[src/rtl/blink_counter_core_pkg.sv]
// Shared mode and direction encodings for the blink counter.
package blink_pkg;

    typedef enum logic [1:0] {
        MODE_UP      = 2'd0,
        MODE_DOWN    = 2'd1,
        MODE_BOUNCE  = 2'd2,
        MODE_ONESHOT = 2'd3
    } mode_t;

    localparam logic DIR_UP = 1'b0;
    localparam logic DIR_DN = 1'b1;

endpackage

[src/rtl/blink_counter_core_if.sv]
// Control/status bundle between the tt_um wrapper and the blink counter core.
interface blink_counter_core_if #(
    parameter int WIDTH      = 8,
    parameter int PRESCALE_W = 4
);
    logic                  en;
    logic [1:0]            mode;
    logic                  load;
    logic [WIDTH-1:0]      load_val;
    logic [PRESCALE_W-1:0] div;
    logic [WIDTH-1:0]      cnt;
    logic                  tc;
    logic                  dir;
    logic                  busy;

    modport master (
        output en, mode, load, load_val, div,
        input  cnt, tc, dir, busy
    );

    modport slave (
        input  en, mode, load, load_val, div,
        output cnt, tc, dir, busy
    );
endinterface

[src/rtl/blink_counter_core_prescaler.sv]
// Clock-enable prescaler: one tick every div+1 enabled cycles, restartable by clr.
module blink_prescaler #(
    parameter int PRESCALE_W = 4
) (
    input  logic                  clk,
    input  logic                  rst_n,
    input  logic                  en,
    input  logic                  clr,
    input  logic [PRESCALE_W-1:0] div,
    output logic                  tick
);
    localparam logic [PRESCALE_W-1:0] ONE = {{(PRESCALE_W-1){1'b0}}, 1'b1};

    logic [PRESCALE_W-1:0] presc;

    // >= rather than == so lowering div below presc cannot strand the counter.
    assign tick = en && (presc >= div);

    always_ff @(posedge clk) begin
        if (!rst_n) begin
            presc <= '0;
        end else if (clr) begin
            presc <= '0;
        end else if (en) begin
            presc <= tick ? '0 : presc + ONE;
        end
    end
endmodule

[src/rtl/blink_counter_core.sv]
// Multi-mode blink counter: up/down/bounce/one-shot with load, tc pulse and status.
import blink_pkg::*;

module blink_counter_core #(
    parameter int WIDTH      = 8,
    parameter int PRESCALE_W = 4
) (
    input logic                clk,
    input logic                rst_n,
    blink_counter_core_if.slave bus
);
    localparam logic [WIDTH-1:0] MAX    = '1;
    localparam logic [WIDTH-1:0] ONE    = {{(WIDTH-1){1'b0}}, 1'b1};
    localparam logic [WIDTH-1:0] MAX_M1 = MAX - ONE;

    logic             tick;
    mode_t            mode;
    logic [WIDTH-1:0] cnt_q, cnt_d, cnt_inc, cnt_dec;
    logic             dir_q, dir_d;
    logic             tc_q, tc_d;
    logic             busy_q, busy_d;

    assign mode    = mode_t'(bus.mode);
    assign cnt_inc = cnt_q + ONE;
    assign cnt_dec = cnt_q - ONE;

    blink_prescaler #(.PRESCALE_W(PRESCALE_W)) u_presc (
        .clk   (clk),
        .rst_n (rst_n),
        .en    (bus.en),
        .clr   (bus.load),
        .div   (bus.div),
        .tick  (tick)
    );

    always_comb begin
        cnt_d  = cnt_q;
        dir_d  = dir_q;
        tc_d   = 1'b0;
        busy_d = busy_q;
        if (bus.load) begin
            cnt_d  = bus.load_val;
            dir_d  = DIR_UP;
            busy_d = (mode == MODE_ONESHOT) && (bus.load_val != MAX);
        end else if (tick) begin
            // A pending one-shot is abandoned once another mode takes a tick.
            if (mode != MODE_ONESHOT) busy_d = 1'b0;
            unique case (mode)
                MODE_UP: begin
                    cnt_d = cnt_inc;
                    dir_d = DIR_UP;
                    tc_d  = (cnt_q == MAX);
                end
                MODE_DOWN: begin
                    cnt_d = cnt_dec;
                    dir_d = DIR_DN;
                    tc_d  = (cnt_q == '0);
                end
                MODE_BOUNCE: begin
                    if (dir_q == DIR_UP) begin
                        if (cnt_q == MAX) begin
                            cnt_d = MAX_M1;
                            dir_d = DIR_DN;
                            tc_d  = 1'b1;
                        end else begin
                            cnt_d = cnt_inc;
                        end
                    end else begin
                        if (cnt_q == '0) begin
                            cnt_d = ONE;
                            dir_d = DIR_UP;
                            tc_d  = 1'b1;
                        end else begin
                            cnt_d = cnt_dec;
                        end
                    end
                end
                MODE_ONESHOT: begin
                    if (busy_q) begin
                        cnt_d = cnt_inc;
                        if (cnt_inc == MAX) begin
                            busy_d = 1'b0;
                            tc_d   = 1'b1;
                        end
                    end
                end
            endcase
        end
    end

    always_ff @(posedge clk) begin
        if (!rst_n) begin
            cnt_q  <= '0;
            dir_q  <= DIR_UP;
            tc_q   <= 1'b0;
            busy_q <= 1'b0;
        end else begin
            cnt_q  <= cnt_d;
            dir_q  <= dir_d;
            tc_q   <= tc_d;
            busy_q <= busy_d;
        end
    end

    assign bus.cnt  = cnt_q;
    assign bus.dir  = dir_q;
    assign bus.tc   = tc_q;
    assign bus.busy = busy_q;
endmodule

[src/flat_wrapper.sv]
// flat-port wrapper written by rule: the top's interface ports become plain ports
module blink_counter_core_flat 
#(
    parameter int WIDTH      = 8,
    parameter int PRESCALE_W = 4
)
  (clk, rst_n, bus_en, bus_mode, bus_load, bus_load_val, bus_div, bus_cnt, bus_tc, bus_dir, bus_busy);
  blink_counter_core_if #(.WIDTH(WIDTH), .PRESCALE_W(PRESCALE_W)) bus_i ();
  input logic clk;
  input logic rst_n;
  input wire logic [$bits(bus_i.en)-1:0] bus_en;
  input wire logic [$bits(bus_i.mode)-1:0] bus_mode;
  input wire logic [$bits(bus_i.load)-1:0] bus_load;
  input wire logic [$bits(bus_i.load_val)-1:0] bus_load_val;
  input wire logic [$bits(bus_i.div)-1:0] bus_div;
  output wire logic [$bits(bus_i.cnt)-1:0] bus_cnt;
  output wire logic [$bits(bus_i.tc)-1:0] bus_tc;
  output wire logic [$bits(bus_i.dir)-1:0] bus_dir;
  output wire logic [$bits(bus_i.busy)-1:0] bus_busy;
  assign bus_i.en = bus_en;
  assign bus_i.mode = bus_mode;
  assign bus_i.load = bus_load;
  assign bus_i.load_val = bus_load_val;
  assign bus_i.div = bus_div;
  assign bus_cnt = bus_i.cnt;
  assign bus_tc = bus_i.tc;
  assign bus_dir = bus_i.dir;
  assign bus_busy = bus_i.busy;
  blink_counter_core #(.WIDTH(WIDTH), .PRESCALE_W(PRESCALE_W)) u_core (.clk(clk), .rst_n(rst_n), .bus(bus_i));
endmodule
[config.mk]
export PLATFORM = sky130hd
export DESIGN_NAME = blink_counter_core_flat
export DESIGN_NICKNAME = d
export VERILOG_FILES = /design/src/rtl/blink_counter_core_pkg.sv /design/src/rtl/blink_counter_core_if.sv /design/src/rtl/blink_counter_core_prescaler.sv /design/src/rtl/blink_counter_core.sv /design/src/flat_wrapper.sv
export SDC_FILE = /design/constraint.sdc
export NUM_CORES = 1
export LEC_CHECK = 0
export CAP_MARGIN = 20
export CORE_ASPECT_RATIO = 1.4
export CORE_MARGIN = 4
export CORE_UTILIZATION = 53
export DETAILED_ROUTE_END_ITERATION = 10
export HOLD_SLACK_MARGIN = 0.15
export PLACE_DENSITY_LB_ADDON = 0.25
export SYNTH_ARGS = -nofsm -noshare
export SYNTH_HDL_FRONTEND = slang
export SYNTH_SLANG_ARGS = --single-unit
[constraint.sdc]
create_clock -name clk -period 2.2 [get_ports clk]
set_input_delay 0.44 -clock clk [delete_from_list [all_inputs] [get_ports clk]]
set_output_delay 0.44 -clock clk [all_outputs]
set_load 0.005 [all_outputs]
Word-level counts from Yosys, hierarchy flattened. Index checks and enable logic that the tools add are counted.

Logic and storage cells: 52. Register bits: 15. Output and inout port bits: 11.

$add $sub $neg: 3. Reductions and logical operators: 10. Equal/unequal tests: 8. Bitwise gates (word level): 2. Multiplexer cells: 23. Magnitude comparators: 1.

Operators with widths (number): 8-bit two-way mux (6); 8-bit one-hot mux with 4 select lines (1); 8-bit == test, second input constant (2); 1-bit two-way mux (13); 8-bit by 1-bit adder with 8-bit output, second input constant (1); 8-bit zero test (1); 8-bit inequality test, second input constant (1); 8-bit by 1-bit subtractor with 8-bit output, second input constant (1); 4-bit by 1-bit adder with 4-bit output, second input constant (1); 2-bit == test, second input constant (2); 4-bit >= comparator (1); 4-bit two-way mux (1); 1-bit one-hot mux with 4 select lines (1); 2-bit AND reduction (2); 3-bit by 2-bit inequality test with 1-bit output, second input constant (1); 1-bit one-hot mux with 3 select lines (1); 3-bit nonzero test (1); 3-bit OR reduction (1); 2-bit by 1-bit == test with 1-bit output, second input constant (1); 1-bit logical AND (2); 2-bit zero test (1); 2-bit inequality test, second input constant (1); 1-bit inverter (2); 2-bit nonzero test (1); 2-bit OR reduction (1).

Logic depth before layout (Yosys ltp).
Depth after elaboration: 7. Gate-level depth with buffers: 9.

Modules after synthesis. From an unflattened synthesis, not the netlist that was laid out.

Cells, all modules: 225. Area total of the unflattened synthesis: 1636.6 µm².

Modules (own cells, without submodules): blink_counter_core (area each 1306.3 µm², sequential area each 220.2 µm², cells each 189, instances 1); blink_prescaler (area each 330.3 µm², sequential area each 80.1 µm², cells each 36, instances 1).

Worst setup path before layout. OpenSTA, ideal clock, no wires.

Path kind: in2reg. Start point: input port bus_div[0]. End point: register u_core.cnt_q[7], in the netlist u_core.bus.cnt[7]. Data required time: 2.078 ns. Path slack: 0.282 ns. Arrival: 1.795 ns. Cell stages on the path: 8. Path through: ha_1 nand2b_1 a211oi_2 o21bai_2 a31o_1 buf_2 o221ai_1 a21oi_2.

Cells in the longest elaborated chain, start to end: 4.

Ends and longest elaborated chain: from (decl) (RTL line flat_wrapper.sv:15) `input wire logic [$bits(bus_i.div)-1:0] bus_div;`; 4-bit >= comparator (RTL line blink_counter_core_prescaler.sv:17) `assign tick = en && (presc >= div);`; 1-bit logical AND (RTL line blink_counter_core_prescaler.sv:17); 2-bit nonzero test (no line); 2-bit AND reduction (no line); to (signal assigned) (RTL line blink_counter_core.sv:98) `cnt_q <= cnt_d;`; to (decl) (RTL line blink_counter_core.sv:18) `logic [WIDTH-1:0] cnt_q, cnt_d, cnt_inc, cnt_dec;`.

No other way between the ends. A chain may end at the register's enable or synchronous reset.

Worst setup path after layout.
Start point: input port bus_mode[0]. End point: register u_core.cnt_q[2], in the netlist u_core.bus.cnt[2].

Cells in the longest elaborated chain, start to end: 4. Elaborated cells on any way between the ends: 9. Classes of those cells: eq/ne: 4; mux: 3; reduce/logical: 2.

Ends and longest elaborated chain: from (decl) (RTL line flat_wrapper.sv:12) `input wire logic [$bits(bus_i.mode)-1:0] bus_mode;`; 2-bit == test (tied with other cells) (RTL line blink_counter_core.sv:48) `unique case (mode)`; 8-bit one-hot mux with 4 select lines (RTL line blink_counter_core.sv:48); 8-bit two-way mux (RTL line blink_counter_core.sv:45) `end else if (tick) begin`; 8-bit two-way mux (RTL line blink_counter_core.sv:41) `if (bus.load) begin`.

Several ways; a longest one is shown, not always the timed one. The select of a mux whose other input is x is not followed.

==> results.py <==
metrics = {
    "floorplanning": {
        "initial_core_util_pct": 55.0,
        "rows": 23,
        "dieWidth_um": 54.2,
        "core_um2": 2880,
        "die_h_um": 72.7,
        "io_pins": 29,
        "die_area_um2": 3940,
    },
    "place": {
        "io_buffers": 28,
        "place.gp.congestion": 1.01,
        "placement.cell_area_um2": 2040,
        "hpwl_um": 4350,
    },
    "cts": {
        "clk_pin_slew_ns": 0.07,
        "clk_path_buf_depth": 2,
        "cts_buffers": 3,
        "holdBufCountCts": 0,
        "clk-insertion-delay-late_ns": 0.25,
        "htree_levels": 1,
        "cts_tree": "yes",
        "post_cts_buffers": 0,
        "cts_sinks": 15,
        "root_buffer": "clkbuf_8",
    },
    "critical_path": {
        "reg2reg_slack_ns": 0.15,
        "reg2reg_to": "u_core.bus.cnt[7]",
        "rr_startpoint": "u_core.bus.cnt[2]",
        "required_ns": 2.33,
        "cp_max_fo": 6,
        "crit_type": "input port to flop",
        "reg2reg_depth": 6,
        "start_kind": "input port",
        "endpoint_kind": "flop",
        "worst_ep_arrival_time_ns": 2.26,
    },
    "power_and_ir_drop": {
        "p_leak_uw": 0.000832,
        "power_density_nw_per_um2": 437,
        "power_uw": 929,
        "max-vdd-ir-drop_uv": 294,
    },
    "timing": {
        "max_slew.worst_pin.slew_ns": 0.555,
        "min_period_over_period_pct": 96.8,
        "hold_viol_final": 0,
        "min_period_ns": 2.13,
        "fin_worst_skew_ns": 0.00359,
        "drv_slew": 0,
        "maxSlewHeadroom_pct": 63.0,
        "setup_viol": 0,
        "clock.fmax_ghz": 0.469,
        "rsz0062_at_grt": "true",
    },
    "status": {
        "outcome": "finished, final reports clean",
    },
    "synthesis": {
        "ys_seq_elements": 15,
        "synth_commonest_cells": "17 x nor2_1, 15 x dfxtp_1, 14 x inv_1, 14 x nand2_1, 13 x ha_1",
        "ys.flop_type": "dfxtp_1",
        "yosys.area.top_type_share_pct": 19.0,
        "yosysWarnings": 0,
        "synth_edf_count": 0,
        "synth_top_area_cell": "dfxtp_1",
        "synthTopCellsByArea": "dfxtp_1 19%, ha_1 10%, nor2_1 4.0%",
        "syn_avg_cell_area_um2": 7.84,
        "ys_types": 51,
        "synth_most_common_cell": "nor2_1",
        "yosysSeqAreaShare_pct": 19.0,
        "syn-num-nets": 233,
        "syn_area_um2": 1580,
        "synth_cells": 202,
        "ys_async_sr_fraction_pct": 0,
    },
    "min_path": {
        "worstHoldPathType": "flop to flop",
        "whs_path_depth": 2,
        "whs_endpoint": "u_core.bus.busy",
        "worstHoldStart": "u_core.bus.busy",
    },
    "finish": {
        "num_antenna_cells": 0,
        "seq_area_um2": 300,
        "multiInputGateArea_um2": 1190,
        "stdcell_area_um2": 2120,
        "drive_gt1_share_pct": 21.3,
        "postLayoutCoreUtil_pct": 73.8,
        "area_delta_synth_final_pct": 34.0,
        "fin_nets": 281,
        "fillerInstances": 229,
    },
    "drt": {
        "routed_wl_um": 5330,
        "wl_per_cell_um": 18.6,
        "drtIter0Drc": 66,
        "drc_errors": 0,
        "routed_via_density": 6.39,
        "num_vias": 1828,
        "ant_nets": 0,
        "first_pass_iters": 4,
    },
    "job": {
        "max_cap_violations": 0,
    },
    "global_route": {
        "grt_overflow": 0,
        "grt_antenna_before_repair": 0,
        "grt_pass1_vias": 1922,
        "grt_use_total_pct": 29.8,
        "grt_max_degree": 12,
        "grt_pass1_wl_um": 8800,
    },
}
-- kinds of logic (layout without fill, tap and decap cells) --
logic type	Yosys count	in the layout	synth area share, %
buffers and inverters	27	74	8.21
flip-flops	15	15	19.0
AND/OR/NAND/NOR	71	71	27.2
AO/OA/AOI/OAI	64	64	28.8
adder cells (fa/ha/maj)	13	13	10.3
XOR/XNOR	12	12	6.64
-- metal layers --
layer	wire, um	GRT usage (%)
met4	289	21.6
met2	2880	52.6
met1	1860	29.5
met5	0	0
met3	299	5.32
-- worst max-delay path, cell delays in order --
cell and delay [ns]:
clkdlybuf4s50_1 0.44, buf_4 0.16, ha_1 0.28, nand2_1 0.12, o21ai_0 0.10, a221oi_2 0.24
nor2_1 0.08, a221oi_1 0.30, nor2_1 0.09
-- stage by stage --
| stage | setup WS, ns | std cells | setup TNS (ns) | hold WS (ns) |
|---|---|---|---|---|
| floorplan | 0.282 | 202 | 0 | 0.484 |
| global placement | -0.263 | 282 | -1.52 | 0.499 |
| detailed placement | -0.337 | 282 | -2.39 | 0.537 |
| CTS | 0.0357 | 286 | 0 | 0.548 |
| global route | -0.0216 | 286 | -0.0414 | 0.565 |
| finish | 0.0700 | 286 | 0 | 0.549 |
-- worst max-delay path by stage --
stage / startpoint / end / slack (ns)
after floorplan: bus_div[0] / u_core.bus.cnt[7] / 0.28
after global placement: bus_mode[0] / u_core.bus.cnt[2] / -0.26
after detailed placement: bus_mode[0] / u_core.bus.cnt[2] / -0.34
after CTS: bus_div[0] / u_core.bus.cnt[6] / 0.04
after global routing: bus_mode[0] / u_core.bus.cnt[2] / -0.02
final: bus_mode[0] / u_core.bus.cnt[2] / 0.07
-- cells in the final DEF, fill, tap and decap left out, types with 2 or more instances in the layout --
cell	instances
a211oi_2	2
a21oi_1	10
a221oi_2	2
a22oi_1	2
a31oi_1	8
and2_1	3
and3_1	2
buf_4	27
clkbuf_8	3
clkdlybuf4s50_1	28
clkinv_2	2
dfxtp_1	15
ha_1	12
inv_1	14
nand2_1	14
nand2b_1	2
nand3_1	8
nand4_1	6
nor2_1	17
nor3_1	4
nor3_2	3
nor3b_2	2
o211ai_1	6
o21a_1	2
o21ai_0	10
o21ai_1	4
o22ai_1	3
or3_1	2
xnor2_1	7
xor2_1	5
-- what timing repair did --
action	in CTS	in global routing
pin swaps	0	3
endpoints found under the hold margin	0	0
gates resized for setup	2	6
setup endpoints to repair	1	5
-- report_power, final --
part	internal, uW	total, uW	switching (uW)
Sequential	286	323	37.3
Clock	125	229	103
Combinational	189	377	187
Total	601	929	328
-- flip-flops by register name, summed over array words and instances, names as in the netlist --
| name | cells |
|---|---|
| u_core.bus.cnt | 8 |
| u_core.bus.busy | 1 |
| u_core.u_presc.presc | 4 |
| u_core.bus.tc | 1 |
| u_core.bus.dir | 1 |
-- final cells by class --
type | instances | share of cell area [%]
clock buffers | 3 | 1.94
inverters | 15 | 2.71
repair buffers | 55 | 22.7
multi-input cells | 160 | 56.0
flip-flops and latches | 15 | 14.1
clock inverters | 1 | 0.236
well taps | 37 | 2.18
Note: power is estimated with default switching activity, not from simulation.
